<file path="src/rtl/pipe_pkg.sv">
// rtl/pipe_pkg.sv - shared types and constants for the elastic pipeline register
package pipe_pkg;

  // Fill level of the stage: nothing held, main only, main plus skid.
  typedef enum logic [1:0] {
    EMPTY = 2'd0,
    ONE   = 2'd1,
    TWO   = 2'd2
  } elastic_state_t;

  // Width of the occupancy output (counts 0..2).
  localparam int OCC_W = 2;

endpackage

</file>
<file path="src/rtl/d_ff_en_w.sv">
// rtl/d_ff_en_w.sv - WIDTH-bit enabled flop bank with async active-low reset
module d_ff_en_w #(
  parameter int               WIDTH     = 64,
  parameter logic [WIDTH-1:0] RESET_VAL = '0
) (
  input  logic             clk,
  input  logic             rst_n,
  input  logic             en,
  input  logic [WIDTH-1:0] d,
  output logic [WIDTH-1:0] q
);

  for (genvar i = 0; i < WIDTH; i++) begin : g_bit
    logic bit_q;
    logic bit_d;

    // Next value: load when enabled, otherwise hold.
    always_comb begin
      bit_d = en ? d[i] : bit_q;
    end

    // Per-bit storage, reset to the matching bit of RESET_VAL.
    always_ff @(posedge clk or negedge rst_n) begin
      if (!rst_n) begin
        bit_q <= RESET_VAL[i];
      end else begin
        bit_q <= bit_d;
      end
    end

    assign q[i] = bit_q;
  end

endmodule

</file>
<file path="src/rtl/pipe_reg_elastic.sv">
// rtl/pipe_reg_elastic.sv - elastic pipeline register with skid buffer, flush and transfer counter
module pipe_reg_elastic
  import pipe_pkg::*;
#(
  parameter int               WIDTH     = 64,
  parameter logic [WIDTH-1:0] RESET_VAL = '0,
  parameter int               COUNT_W   = 16
) (
  input  logic               clk,
  input  logic               reset,
  input  logic               flush,
  input  logic               in_valid,
  input  logic [WIDTH-1:0]   in_data,
  output logic               in_ready,
  output logic               out_valid,
  output logic [WIDTH-1:0]   out_data,
  input  logic               out_ready,
  output logic [OCC_W-1:0]   occupancy,
  output logic [COUNT_W-1:0] xfer_count
);

  elastic_state_t     state_q, state_d;
  logic [COUNT_W-1:0] count_q, count_d;

  logic             accept;
  logic             drain;
  logic             main_en;
  logic             skid_en;
  logic             main_from_skid;
  logic [WIDTH-1:0] main_d;
  logic [WIDTH-1:0] main_q;
  logic [WIDTH-1:0] skid_q;

  // Handshake outputs come straight from the state register, so neither
  // in_ready nor out_valid has a combinational path from any input.
  assign in_ready  = (state_q != TWO);
  assign out_valid = (state_q != EMPTY);
  assign out_data  = main_q;

  assign accept = in_valid & in_ready;
  assign drain  = out_valid & out_ready;

  // Next state and data-register enables; flush squashes to EMPTY and
  // freezes both data registers while still letting the drain complete.
  always_comb begin
    state_d        = state_q;
    main_en        = 1'b0;
    skid_en        = 1'b0;
    main_from_skid = 1'b0;
    case (state_q)
      EMPTY: begin
        if (accept) begin
          main_en = 1'b1;
          state_d = ONE;
        end
      end
      ONE: begin
        if (accept && drain) begin
          main_en = 1'b1;
        end else if (accept) begin
          skid_en = 1'b1;
          state_d = TWO;
        end else if (drain) begin
          state_d = EMPTY;
        end
      end
      TWO: begin
        if (drain) begin
          main_en        = 1'b1;
          main_from_skid = 1'b1;
          state_d        = ONE;
        end
      end
      default: begin
        state_d = EMPTY;
      end
    endcase
    if (flush) begin
      state_d = EMPTY;
      main_en = 1'b0;
      skid_en = 1'b0;
    end
  end

  // Main register is refilled from the skid when it drains, else from upstream.
  always_comb begin
    main_d = main_from_skid ? skid_q : in_data;
  end

  // Transfer counter wraps naturally at 2^COUNT_W and ignores flush.
  always_comb begin
    count_d = drain ? (count_q + COUNT_W'(1)) : count_q;
  end

  // Occupancy decoded from state.
  always_comb begin
    case (state_q)
      ONE:     occupancy = OCC_W'(1);
      TWO:     occupancy = OCC_W'(2);
      default: occupancy = OCC_W'(0);
    endcase
  end

  // State and counter registers.
  always_ff @(posedge clk or negedge reset) begin
    if (!reset) begin
      state_q <= EMPTY;
      count_q <= '0;
    end else begin
      state_q <= state_d;
      count_q <= count_d;
    end
  end

  assign xfer_count = count_q;

  d_ff_en_w #(
    .WIDTH     (WIDTH),
    .RESET_VAL (RESET_VAL)
  ) u_main (
    .clk   (clk),
    .rst_n (reset),
    .en    (main_en),
    .d     (main_d),
    .q     (main_q)
  );

  d_ff_en_w #(
    .WIDTH     (WIDTH),
    .RESET_VAL (RESET_VAL)
  ) u_skid (
    .clk   (clk),
    .rst_n (reset),
    .en    (skid_en),
    .d     (in_data),
    .q     (skid_q)
  );

endmodule

</file>
<file path="config.mk">
export PLATFORM = sky130hd
export DESIGN_NAME = pipe_reg_elastic
export DESIGN_NICKNAME = d
export VERILOG_FILES = /design/src/rtl/pipe_pkg.sv /design/src/rtl/d_ff_en_w.sv /design/src/rtl/pipe_reg_elastic.sv
export SDC_FILE = /design/constraint.sdc
export NUM_CORES = 1
export LEC_CHECK = 0
export ABC_AREA = 1
export CAP_MARGIN = 20
export CORE_ASPECT_RATIO = 2
export CORE_MARGIN = 2
export CORE_UTILIZATION = 30
export CTS_BUF_LIST = sky130_fd_sc_hd__clkbuf_8 sky130_fd_sc_hd__clkbuf_16
export CTS_CLUSTER_DIAMETER = 120
export CTS_CLUSTER_SIZE = 40
export DETAILED_ROUTE_END_ITERATION = 8
export PLACE_DENSITY = 0.51
export SLEW_MARGIN = 10
export SYNTH_ARGS = -nofsm -noshare
export SYNTH_HDL_FRONTEND = slang
export SYNTH_HIERARCHICAL = 1
export SYNTH_SLANG_ARGS = --single-unit
</file>
<file path="constraint.sdc">
create_clock -name clk -period 2.7 [get_ports clk]
set_input_delay 0.54 -clock clk [delete_from_list [all_inputs] [get_ports clk]]
set_output_delay 0.54 -clock clk [all_outputs]
set_load 0.01 [all_outputs]
</file>
==> impl_metrics.csv <==
group,metric,value,unit
critical_path,required,2160,ps
global_routing,grt_pass1_vias,5842,
detailed_routing,drtIter0Drc,273,
layout,fill_cells,2819,
clock_network,postCtsSetupRepairBufs,0,
floorplan,die_w,119,microns
critical_path,r2r-end,"u_skid/g_bit[4].bit_q$_DFFE_PN0P_",
critical_path,crit_arrival,1830,ps
global_routing,grt_use_total,14.0,%
place,gp_congestion,0.763,
synth,synth.top_cells.by_count,"nand2_1, dfrtp_1, buf_4",
clock_network,h-tree-depth,4,
detailed_routing,routedWlPerCell,13.2,microns
critical_path,crit_fanout,7,
synth,synth.distinct_cells,24,
min_path,hp-class,"in -> async",
clock_network,cts_buffers,17,
critical_path,crit_path_frequent_cell,"inv_2",
job,max_cap_viol_count,0,
critical_path,crit_family,"buffers and inverters",
clock_network,clock_latency,430,ps
critical_path,cpPeakStageDelay,610,ps
clock_network,clock-sinks,146,
critical_path,critical_path.startpoint_type,"flop",
synth,synth_edf_count,0,
sta,report.final.slew_viol_count,0,
global_routing,grt-ovfl-total,0,
synth,synth_top_area_cell,"dfrtp_1",
detailed_routing,drt.antenna.violating_nets,0,
critical_path,r2r_cells,6,
synth,synth.most_common_cell,"nand2_1",
floorplan,num_rows,84,
critical_path,critPathBufInv,3,
sta,fmax,0.422,GHz
clock_network,cts.clk_slew.worst_paths,60,ps
floorplan,coreArea,0.0261,sq mm
critical_path,path_cells,"inv_2 > nand2_4 > inv_2 > clkdlybuf4s50_1",
detailed_routing,firstDrtPassIters,4,
critical_path,cp.depth,4,
layout,area_growth,16.5,%
floorplan,ios,153,
layout,fin_cells,1379,
clock_network,cts_root_buf,"clkbuf_16",
critical_path,end_kind,"output port",
sta,finalCritPeriodShare,87.7,%
sta,fin_crit,2370,ps
layout,num-nets-final,1092,
floorplan,initial_core_util,30.3,%
clock_network,ctsResizeCount,0,
synth,ys_async_sr_fraction,100,%
critical_path,startpoint,"state_q[0]$_DFFE_PN0P_",
power,leakagePower,4.74,nW
sta,worst_pin_slew,774,ps
floorplan,die-area,0.0278,sq mm
layout,drive_above_1_share,6.47,%
clock_network,tritoncts,"yes",
synth,yosys_register_bits,146,
synth,synthesis.nets,1084,
clock_network,ctsHoldBuffers,0,
global_routing,antenna_found_initial,0,
sta,maxSlewHeadroom,48.4,%
synth,ys_seq_area_share,46.2,%
sta,hold_violations,0,
sta,rsz0062_at_grt,"no",
critical_path,path_class,"reg -> out",
power,ir_drop,419,uV
global_routing,grt_start_max_net_pins,71,
detailed_routing,remaining_drc_errors,0,
critical_path,crit_slowest_cell,"clkdlybuf4s50_1",
synth,synthFlopType,"dfrtp_1",
place,hpwlAfterDp,11800,microns
synth,syn_avg_cell_area,7.80,sq um
sta,skew,6.66,ps
layout,seqCellArea,0.00365,sq mm
clock_network,ctsLongestPathBuffers,2,
place,portBuffers,152,
detailed_routing,via_per_inst,4.23,
synth,synth_top_area_share,46.2,%
outcome,status,"completed",
sta,fin_tns_setup,0,ps
floorplan,die_y,234,microns
sta,setup_viol,0,
critical_path,rrSetupSlack,750,ps
layout,n_antenna_cell,0,
place,placed_cells,1346,
power,power.density,779,mW/mm^2
synth,syn_area,0.00791,sq mm
synth,netlist_instances,1014,
layout,fin_util,35.3,%
power,total_power,7.18,mW
global_routing,grt_pass1_wl,30600,microns
detailed_routing,finalWirelength,18200,microns
detailed_routing,via_count,5836,
synth,synthTopCellsByArea,"dfrtp_1, nand2_1, buf_4, nand3_1, clkbuf_8",
layout,multi_input_area,0.00282,sq mm
synth,ys_warn_count,6,
critical_path,regToRegStartpoint,"state_q[1]$_DFFE_PN0P_",
==> flip-flops by register name, summed over array words and instances, names as in the netlist <==
name and cells:
state_q 2, u_skid/g_bit.bit_q 64, u_main/g_bit.bit_q 64, xfer_count 16
==> stage by stage <==
stage,setup slack [ps],hold slack [ps],area (sq um)
floorplan,1060,244,7910
global placement,226,453,8600
detailed placement,182,458,8600
CTS,288,11.6,9190
global route,240,40.1,9210
finish,332,24.7,9210
==> power breakdown <==
group	internal (mW)	leakage, nW	switching (mW)	total [mW]
Clock	1.46	0.313	0.889	2.35
Sequential	2.81	1.83	0.380	3.19
Combinational	0.839	2.59	0.808	1.65
==> cell families after synthesis <==
logic type | after synthesis | share of synthesized area, %
AND/OR/NAND/NOR | 657 | 34.1
XOR/XNOR | 9 | 0.997
flip-flops | 146 | 46.2
buffers and inverters | 197 | 18.3
AO/OA/AOI/OAI | 4 | 0.253
adder cells (fa/ha/maj) | 1 | 0.158
==> area by class of cell <==
type,count,area share (%)
well taps,344,4.67
inverters,22,0.896
repair buffers,164,17.8
clock buffers,22,5.37
clock inverters,10,1.01
multi-input cells,671,30.6
flip-flops and latches,146,39.7
==> per-layer routing <==
metal	vias up	GRT usage, %	share of wire [%]
met4	0	5.69	1.8
met5	-	0	0
met2	165	23.2	48
met3	15	3.66	5.6
li1	2991	-	-
met1	2665	17.1	44
==> how the worst max path moves through the flow <==
stage	slack, ps	to
after detailed placement	180	u_skid/g_bit[9].bit_q$_DFFE_PN0P_
after CTS	290	occupancy[1]
after global placement	230	u_skid/g_bit[50].bit_q$_DFFE_PN0P_
final	330	occupancy[1]
after global routing	240	occupancy[1]
after floorplan	1060	u_skid/g_bit[0].bit_q$_DFFE_PN0P_
==> cell usage in the layout, fill, tap and decap left out, types with 2 or more instances in the layout <==
master	Yosys	final
buf_12	0	2
nand2_4	4	4
o21ai_0	2	2
xnor2_1	5	5
nand2_1	547	547
bufinv_16	0	2
clkinv_2	0	2
nand4_1	7	7
buf_4	136	11
clkbuf_16	0	17
nor2_2	3	3
xor2_1	4	4
inv_1	17	23
nand3_1	65	65
nor3_1	2	2
inv_2	5	5
nand3_2	11	11
clkdlybuf4s50_1	0	150
nor2_1	16	15
dfrtp_1	146	146
clkbuf_8	12	5
Note: power is estimated with default switching activity, not from simulation.
